`src/rtl/cover_toggle_collector.sv`:
```
// ============================================================================
// Module   : cover_toggle_collector
// Purpose  : Sticky toggle-coverage hit map; streams each point's first hit once
//            as a global cover index. Optional macro: COVER_COLLECT_CLEAR_EN.
// Revision : 1.0 - initial release
// ============================================================================
`default_nettype none

module cover_toggle_collector #(
  parameter int WIDTH       = 3,
  parameter int COVER_TOTAL = 10906,
  parameter int COVER_INDEX = 0,
  parameter int IDX_W       = 64
) (
  input  logic                         clock,
  input  logic                         reset,
  input  logic [WIDTH-1:0]             valid,
  input  logic                         clear,
  output logic                         out_valid,
  input  logic                         out_ready,
  output logic [IDX_W-1:0]             out_index,
  output logic [$clog2(WIDTH+1)-1:0]   hit_count,
  output logic                         all_hit
);

  localparam int CNT_W = $clog2(WIDTH+1);

  generate
    if (COVER_INDEX + WIDTH > COVER_TOTAL) begin : g_bad_range
      $error("cover_toggle_collector: COVER_INDEX + WIDTH exceeds COVER_TOTAL");
    end
  endgenerate

  logic [WIDTH-1:0] r_hit;
  logic [WIDTH-1:0] r_pending;
  logic             r_out_valid;
  logic [IDX_W-1:0] r_out_index;
  logic [CNT_W-1:0] r_count;

  logic [WIDTH-1:0] w_new;
  logic [WIDTH-1:0] w_load_mask;
  logic [IDX_W-1:0] w_load_idx;
  logic             w_found;
  logic             w_load_en;
  logic [CNT_W-1:0] w_pop;
  logic [CNT_W:0]   w_sum;
  logic [CNT_W-1:0] w_count_next;
  logic             w_clr;

`ifdef COVER_COLLECT_CLEAR_EN
  assign w_clr = clear;
`else
  logic w_unused_clear;
  assign w_unused_clear = clear;
  assign w_clr          = 1'b0;
`endif

  assign w_new     = valid & ~r_hit;
  assign w_load_en = !r_out_valid || out_ready;

  // Priority pick of the lowest registered pending bit; fresh hits wait one edge.
  always_comb begin
    w_found     = 1'b0;
    w_load_mask = '0;
    w_load_idx  = '0;
    for (int i = 0; i < WIDTH; i++) begin
      if (r_pending[i] && !w_found) begin
        w_found        = 1'b1;
        w_load_mask[i] = 1'b1;
        w_load_idx     = IDX_W'(COVER_INDEX) + IDX_W'(i);
      end
    end
  end

  always_comb begin
    w_pop = '0;
    for (int i = 0; i < WIDTH; i++) begin
      w_pop = w_pop + CNT_W'(w_new[i]);
    end
    w_sum = {1'b0, r_count} + {1'b0, w_pop};
    if (w_sum > (CNT_W+1)'(WIDTH)) begin
      w_count_next = CNT_W'(WIDTH);
    end else begin
      w_count_next = w_sum[CNT_W-1:0];
    end
  end

  always_ff @(posedge clock or posedge reset) begin
    if (reset) begin
      r_hit       <= '0;
      r_pending   <= '0;
      r_out_valid <= 1'b0;
      r_out_index <= '0;
      r_count     <= '0;
    end else if (w_clr) begin
      r_hit       <= '0;
      r_pending   <= '0;
      r_out_valid <= 1'b0;
      r_out_index <= '0;
      r_count     <= '0;
    end else begin
      r_hit   <= r_hit | w_new;
      r_count <= w_count_next;
      if (w_load_en) begin
        r_pending   <= (r_pending & ~w_load_mask) | w_new;
        r_out_valid <= w_found;
        if (w_found) begin
          r_out_index <= w_load_idx;
        end
      end else begin
        r_pending <= r_pending | w_new;
      end
    end
  end

  assign out_valid = r_out_valid;
  assign out_index = r_out_index;
  assign hit_count = r_count;
  assign all_hit   = (r_count == CNT_W'(WIDTH));

endmodule

`default_nettype wire

```
`config.mk`:
```
export PLATFORM = sky130hd
export DESIGN_NAME = cover_toggle_collector
export DESIGN_NICKNAME = d
export VERILOG_FILES = /design/src/rtl/cover_toggle_collector.sv
export SDC_FILE = /design/constraint.sdc
export NUM_CORES = 1
export LEC_CHECK = 0
export CORE_ASPECT_RATIO = 1.75
export CORE_MARGIN = 4
export CORE_UTILIZATION = 33
export DETAILED_ROUTE_END_ITERATION = 12
export PLACE_DENSITY = 0.84
export SLEW_MARGIN = 10
export SYNTH_ARGS = -nofsm -noshare
export SYNTH_HDL_FRONTEND = slang
export SYNTH_SLANG_ARGS = --single-unit
```
`constraint.sdc`:
```
create_clock -name clock -period 2.2 [get_ports clock]
set_input_delay 0.22 -clock clock [delete_from_list [all_inputs] [get_ports clock]]
set_output_delay 0.22 -clock clock [all_outputs]
set_load 0.01 [all_outputs]
```
Word-level counts from Yosys, hierarchy flattened. Index checks and enable logic that the tools add are counted.

Output and inout port bits: 68. Input bits: 7. Flip-flop bits (word level): 73. Logic and storage cells: 33.

Order comparisons: 1. Equal/unequal tests: 1. Add/subtract/negate cells: 3. Muxes and demuxes: 9. Reductions and logical operators: 7. Bitwise logic cells: 7.

Operators with widths (count): $or 3x3->3 (3); $and 3x3->3 (2); $mux 1 (6); $not 3->3 (2); $mux 2 (2); $add 2x2->3 (1); $gt 3x2->1 const B (1); $logic_not 1->1 (3); $mux 3 (1); $add 1x1->2 (1); $add 2x1->2 (1); $eq 2x2->1 const B (1); $logic_and 1x1->1 (2); $reduce_and 2->1 (1); $logic_or 1x1->1 (1).

Longest topological paths before layout. Gate-level depths: netlist of the first run.

Depth after elaboration: 11. Depth in mapped cells: 6.

Worst setup path before layout of the first run. OpenSTA, ideal clock, no wires.

Path kind: reg-to-reg. Start: register r_count[0] (netlist: hit_count[0]). End: register r_count[1] (netlist: hit_count[1]). Setup slack: 0.448 ns. Required time: 2.081 ns. Stages on the path, launching flop included: 6. Clock period less this slack: 1.752 ns. Path buffers: 0. Arrival: 1.634 ns. Cell sequence: dfrtp_1 fa_1 ha_1 inv_1 fa_1 nand2_1.

Longest elaborated chain between the ends: 3.

RTL lines: start: declaration (line 38) `logic [CNT_W-1:0] r_count;`; start signal: assignment (line 103) `r_count <= w_count_next;`; $add 2x2->3 (*) (line 80) `w_sum = {1'b0, r_count} + {1'b0, w_pop};`; $gt 3x2->1 (line 81) `if (w_sum > (CNT_W+1)'(WIDTH)) begin`; $mux 2 (*) (line 81); net w_count_next[1] (line 47) `logic [CNT_W-1:0] w_count_next;`.

The timed path passes the listed nets; every way through them passes the cells marked *. A chain may end at the register's enable or synchronous reset.

Worst setup path in the final report of the first run.
Start: input port valid[0]. End: register r_count[1] (netlist: hit_count[1]).

Longest elaborated chain between the ends: 6.

RTL lines: start: declaration (line 17) `input logic [WIDTH-1:0] valid,`; $and 3x3->3 (*) (line 58) `assign w_new = valid & ~r_hit;`; $add 1x1->2 (*) (line 78) `w_pop = w_pop + CNT_W'(w_new[i]);`; $add 2x1->2 (*) (line 78); $add 2x2->3 (*) (line 80); $gt 3x2->1 (line 81); $mux 2 (*) (line 81); net w_count_next[1] (line 47).

Marks and branches as above.

==> results of run 1 <==
==> critical path, delay by kind of cell <==
| family | cells | cell delay (ns) |
|---|---|---|
| buffers and inverters | 2 | 0.52 |
| adders and majority gates | 3 | 1.04 |
| and+or+nand+nor | 2 | 0.29 |
==> metal layers <==
layer | wire length, um | share of wire [%] | global-route usage (%) | vias to the layer above
met5 | 0 | 0 | 0 | -
met4 | 41 | 3.5 | 5.66 | 0
met3 | 289 | 25 | 2.44 | 3
met2 | 527 | 45 | 9.42 | 58
met1 | 318 | 27 | 5.60 | 207
li1 | - | - | - | 226
==> sequential cells by signal, summed over array words and instances, names as in the netlist <==
register,count
r_hit,3
r_pending,3
hit_count,2
out_index,2
out_valid,1
==> metrics by stage <==
stage          utilization, %  worst slack [ns]  cell area [um2]  total power, mW  instances
5_1_grt                  33.1             0.181              912            0.725        147
6_report                 33.1             0.301              912            0.678        147
4_1_cts                  33.1             0.283              912            0.688        147
2_1_floorplan               -             0.448             1190            0.455        167
3_3_place_gp             31.5            0.0655              867            0.479        143
3_5_place_dp             31.5            0.0397              867            0.482        143
==> worst max path at each step <==
stage	start	to	slack, ns	cells after the start
3_5_place_dp	valid[0]	hit_count[1]	0.04	7
2_1_floorplan	hit_count[0]	hit_count[1]	0.45	5
5_1_grt	valid[0]	hit_count[1]	0.18	7
6_report	valid[0]	hit_count[1]	0.30	7
3_3_place_gp	valid[0]	hit_count[1]	0.07	7
4_1_cts	valid[0]	hit_count[1]	0.28	7
==> layout by cell type, fill, tap and decap left out, drive strengths merged <==
cell type,netlist,layout
nand3b,1,1
clkdlybuf4s50,0,11
nand2,3,3
conb,1,62
a21oi,1,1
inv,4,4
nor2b,3,3
and2b,1,1
nor2,4,4
clkbuf,0,4
or2,4,4
o21ai,2,2
and2,1,1
nand2b,3,3
a21o,2,2
fa,2,2
ha,1,1
dfrtp,11,11
==> kinds of logic after synthesis <==
logic type | after synthesis
AO/OA/AOI/OAI | 5
adder cells (fa/ha/maj) | 3
buffers and inverters | 66
flip-flops | 11
other | 1
AND/OR/NAND/NOR | 20
==> cell type report <==
| type | instances | area (um2) |
|---|---|---|
| multi-input combinational | 90 | 433 |
| sequential | 11 | 275 |
| fill | 302 | 1840 |
| tap | 27 | 33.8 |
| inverter | 4 | 15.0 |
| timing repair buffer | 11 | 110 |
| clock buffer | 4 | 45.0 |
==> power breakdown <==
| part | leakage, nW | switching (mW) | internal (mW) |
|---|---|---|---|
| logic | 0.360 | 0.114 | 0.105 |
| clock network | 0.0228 | 0.0724 | 0.127 |
| registers | 0.128 | 0.0251 | 0.234 |
==> summary.md, run 1 <==
| Metric | Value |
|---|---|
| Xor and xnor area share after synthesis | `0%` |
| First-pass GRT wire length | `~1.7 mm` |
| Post-synthesis register bit count | `11` |
| Leak | `around 0.51 nW` |
| Die Span Y | `about 80 um` |
| Post-Synthesis Cells | `106` |
| Adder-cell area share of the yosys netlist | `5.48%` |
| Power Density | `between 700 and 800 nW/um2` |
| Placer Congestion | `0.765` |
| CTS clk-pin slew, worst paths | `about 0.050 ns` |
| Row count | `25` |
| # setup viols final | `0` |
| Vias/cell | `~3.4` |
| Flop2flop setup slack | `0.40 ns` |
| Gates resized, CTS repair | `0` |
| Share of the synthesized area in the top cell type | `between 40 and 50%` |
| Total congestion overflow | `0` |
| PortBufs | `11` |
| Fraction of the mapped netlist area in simple logic gates | `between 10% and 20%` |
| Syn avg cell area | `9.05 um2` |
| Inserted Diodes | `0` |
| Number of global-route vias before repair | `between 400 and 500` |
| Clk buf depth | `2` |
| Post-synthesis cell type count | `20` |
| Critical Path Sink Type | `register` |
| Die area | `3870 um2` |
| TritonCTS Buffers | `3` |
| Skew-Pair Late Insertion Delay | `between 0.2 and 0.25 ns` |
| RSZ-0062 raised after global routing | `false` |
| Postcts setup bufs | `0` |
| EDFF count, synth | `0` |
| Ys flop type | `dfrtp_1` |
| CTS Sinks | `11` |
| Sequential-to-total area share from yosys stat | `between 20 and 30%` |
| Compound-Gate Fraction of Synth Area | `3.13%` |
| Critical Path Start Type | `input port` |
| Post-DRT Antenna Nets | `0` |
| Hold WS | `approximately 0.27 ns` |
| Hold Fails Final Rpt | `0` |
| Cell taking the most area after synthesis | `buf_4` |
| Final nets | `approximately 130` |
| Crit-path cells | `clkdlybuf4s50_1 > nor2b_1 > fa_1 > ha_1 > inv_1 > fa_1 > nand2_1` |
| Kind of critical path | `input port to register` |
| Top Ports | `75` |
| Critical path arrival | `around 2.1 ns` |
| Hold-fix buffers, CTS | `0` |
| Largest net degree at the start of global routing | `12` |
| Max Freq | `527 MHz` |
| Worst hold path type | `input port to async pin` |
| YS warnings | `0` |
| Tcrit/Tclk final | `a little under nine tenths` |
| Top post-synthesis cells by count | `62 x buf_4, 11 x dfrtp_1, 4 x inv_1` |
| Slowest CP cell | `clkdlybuf4s50_1` |
| Most common cell in the netlist | `buf_4` |
| Max H-tree Level | `1` |
| Final clock skew | `about 0.00073 ns` |
| Starting density of the core | `34.9%` |
| Async SR Flop Fraction | `100%` |
| Netlist Area Pre-Place | `about 960 um2` |
| Aggregate global-route resource usage | `under 10%` |
| CTS tree | `built` |
| Critical Path Max Stage Delay | `around 0.46 ns` |
| Top post-synthesis cells by area | `buf_4 49%, dfrtp_1 29%, fa_1 4.2%` |
| Reg-to-reg startpoint | `r_hit[0]` |
| Reg2Reg Depth | `6` |
| Largest family of logic cells by synthesized area | `buffers and inverters` |
| DRT Pass-1 Iters | `2` |
| TNS Setup | `0 ns` |
| DRC violations left | `0` |
| Multiplexer share of the synthesized area | `0%` |
| Detailed-route via count | `around 500` |
| Die span in x | `between 40 and 50 um` |
| Wire per inst | `8.00 um` |
| Root Buffer Master | `clkbuf_8` |
| Max Slew Vio Count | `0` |
| Initial antenna violation count | `0` |
| CP Max Fanout | `2` |
| R2R Path End | `hit_count[1]` |
| Fraction of layout cells with a size suffix above 1 | `around 7.5%` |
| Max-Cap Viols | `0` |
| CP most frequent cell | `fa_1` |
| CORE AREA | `roughly 2800 um2` |
| Outcome | `finished clean` |
| Starting DRT DRC Count | `4` |
| Drt total wl | `between 1 and 1.5 mm` |
| HPWL after DPL | `between 1 and 1.5 mm` |
| Min Tclk post-route | `around 1.9 ns` |
| Layout area overhead | `-4.95%` |
| Worst EP required | `2.38 ns` |
| VDD IR max | `205 uV` |
(Power assumes the default switching activity.)
==> inputs of run 2 (changes only) <==
--- a/config.mk
+++ b/config.mk
@@ -10,6 +10,7 @@
 export CORE_UTILIZATION = 33
 export DETAILED_ROUTE_END_ITERATION = 12
 export PLACE_DENSITY = 0.84
+export SKIP_CTS_REPAIR_TIMING = 1
 export SLEW_MARGIN = 10
 export SYNTH_ARGS = -nofsm -noshare
 export SYNTH_HDL_FRONTEND = slang
==> results of run 2 <==
The final DEF is identical to that of run 1; final timing and power are the same.
==> inputs of run 3 (changes only) <==
==> constraint.sdc (replaced) <==
create_clock -name clock -period 1.8 [get_ports clock]
set_input_delay 0.18 -clock clock [delete_from_list [all_inputs] [get_ports clock]]
set_output_delay 0.18 -clock clock [all_outputs]
set_load 0.01 [all_outputs]
==> run 3 against run 2 <==
Routed wire length rose by 4.3%. Critical endpoint unchanged. Clock power rose by 20%. Final area rose by 4.9%. First-iteration DRC count fell by 100%. Critical path type is now register to register.
==> summary.md, run 3 (same netlist as run 1, synthesis figures left out) <==
| Metric | Value |
|---|---|
| Outcome | `finished clean` |
| TritonCTS Buffers | `3` |
| Utilization after layout | `34.8%` |
| Wire per inst | `about 8.2 um` |
| PortBufs | `11` |
| Layout area overhead | `-0.261%` |
| Post-DRT Antenna Nets | `0` |
| CTS clk-pin slew, worst paths | `about 0.050 ns` |
| Final nets | `134` |
| First-pass GRT wire length | `approximately 1.6 mm` |
| Max Slew Vio Count | `0` |
| Reg2Reg Depth | `5` |
| Reg-to-reg startpoint | `hit_count[0]` |
| CORE AREA | `2750 um2` |
| Kind of critical path | `register to register` |
| Max H-tree Level | `1` |
| Tcrit/Tclk final | `a little over nine tenths` |
| Final clock skew | `roughly 0.0042 ns` |
| Sequential share of power | `between 30% and 40%` |
| Placer Congestion | `approximately 0.74` |
| Most frequent cells in the layout | `62 x conb_1, 11 x dfrtp_1, 9 x clkdlybuf4s50_1` |
| Worst EP required | `around 1.9 ns` |
| Initial antenna violation count | `0` |
| Slowest CP cell | `fa_1` |
| Leak | `about 0.55 nW` |
| CP Max Fanout | `2` |
| Drt total wl | `about 1.2 mm` |
| Top delay family on crit path | `adder cells` |
| Critical Path Sink Type | `register` |
| CP most frequent cell | `fa_1` |
| Inserted Diodes | `0` |
| Largest net degree at the start of global routing | `12` |
| Die span in x | `roughly 49 um` |
| Biggest registers after layout | `r_hit: 3 flops, r_pending: 3 flops` |
| Aggregate global-route resource usage | `around 5.7%` |
| Total Power | `about 840 uW` |
| Skew-Pair Late Insertion Delay | `about 0.23 ns` |
| Clock Power Share | `between 20% and 30%` |
| Buf+Inv Stages, Crit Path | `1` |
| Critical Path Start Type | `register` |
| P_sw | `about 260 uW` |
| Min Tclk post-route | `1.78 ns` |
| Number of global-route vias before repair | `390` |
| Hold Fails Final Rpt | `0` |
| Fraction of layout cells with a size suffix above 1 | `13.0%` |
| Max Freq | `~560 MHz` |
| Most common cell after layout, fill and taps aside | `conb_1` |
| CTS tree | `built` |
| Power Density | `878 nW/um2` |
| VDD IR max | `approximately 250 uV` |
| Crit-path cells | `fa_1 > ha_2 > inv_2 > fa_1 > nand2_1` |
| Max-Cap Viols | `0` |
| Flop2flop setup slack | `~0.020 ns` |
| Root Buffer Master | `clkbuf_8` |
| DRC violations left | `0` |
| Worst hold path type | `input port to register` |
| Die Span Y | `slightly below 80 um` |
| Starting density of the core | `a little over a third` |
| Hold Path Origin | `valid[2]` |
| Detailed-route via count | `511` |
| Row count | `25` |
| Sw frac | `roughly 31%` |
| Crit path depth | `5` |
| Die area | `approximately 3900 um2` |
| Critical Path Max Stage Delay | `~0.55 ns` |
| Comb power frac | `between 30% and 40%` |
| Hold path cells | `2` |
| Internal Pwr Total | `roughly 580 uW` |
| HPWL after DPL | `around 1.0 mm` |
| Starting DRT DRC Count | `0` |
| # setup viols final | `0` |
| Worst Setup SP | `hit_count[0]` |
| Clk buf depth | `2` |
| Top Ports | `75` |
| CTS Sinks | `11` |
| DRT Pass-1 Iters | `1` |
| Critical path arrival | `1.90 ns` |
| Vias/cell | `roughly 3.4` |
| RSZ-0062 raised after global routing | `true` |
| Total congestion overflow | `0` |
## run 3: cell count changes in the layout (fill, tap and decap cells not counted), sizes merged
cell / delta
clkdlybuf4s50: -2
dlymetal6s2s: +2
buf: +3
## run 3: final cells by class
class | count | area (um2)
timing repair buffer | 14 | 138
tap | 27 | 33.8
inverter | 4 | 15.0
multi-input combinational | 90 | 450
sequential | 11 | 275
fill | 291 | 1800
clock buffer | 4 | 45.0
## run 3: worst paths after layout
kind                           endpoint
max reg2reg                hit_count[1]
min in group asynchronous     out_valid
max                        hit_count[1]
min                            r_hit[2]
min reg2reg                    r_hit[1]
max in group asynchronous  out_index[0]
## run 3: worst register-to-register path: stages (launching register included)
cell and delay [ns]:
dfrtp_1 0.40, fa_1 0.55, ha_2 0.17, inv_2 0.03
fa_1 0.46, nand2_1 0.05
## run 3: power groups by stage
stage | combinational [mW] | clock, mW | sequential (mW)
floorplan | 0.223 | 0 | 0.333
global placement | 0.266 | 0 | 0.320
detailed placement | 0.269 | 0 | 0.321
CTS | 0.270 | 0.246 | 0.317
global route | 0.320 | 0.263 | 0.319
finish | 0.290 | 0.238 | 0.312
## run 3: metal layers
layer	GRT usage (%)	wire length [um]	vias up
li1	-	-	231
met1	5.72	365	220
met2	8.90	570	58
met3	2.81	269	2
met4	4.04	20	0
met5	0	0	-
## run 3: per-stage QoR
| step | cell area [um2] | setup slack, ns | cells | TNS (ns) | hold slack, ns |
|---|---|---|---|---|---|
| 2_1_floorplan | 1190 | 0.0477 | 167 | 0 | 0.0324 |
| 3_3_place_gp | 882 | -0.315 | 145 | -0.497 | 0.449 |
| 3_5_place_dp | 882 | -0.308 | 145 | -0.492 | 0.452 |
| 4_1_cts | 927 | -0.0678 | 149 | -0.0678 | 0.258 |
| 5_1_grt | 957 | -0.0480 | 150 | -0.0480 | 0.198 |
| 6_report | 957 | 0.0203 | 150 | 0 | 0.188 |
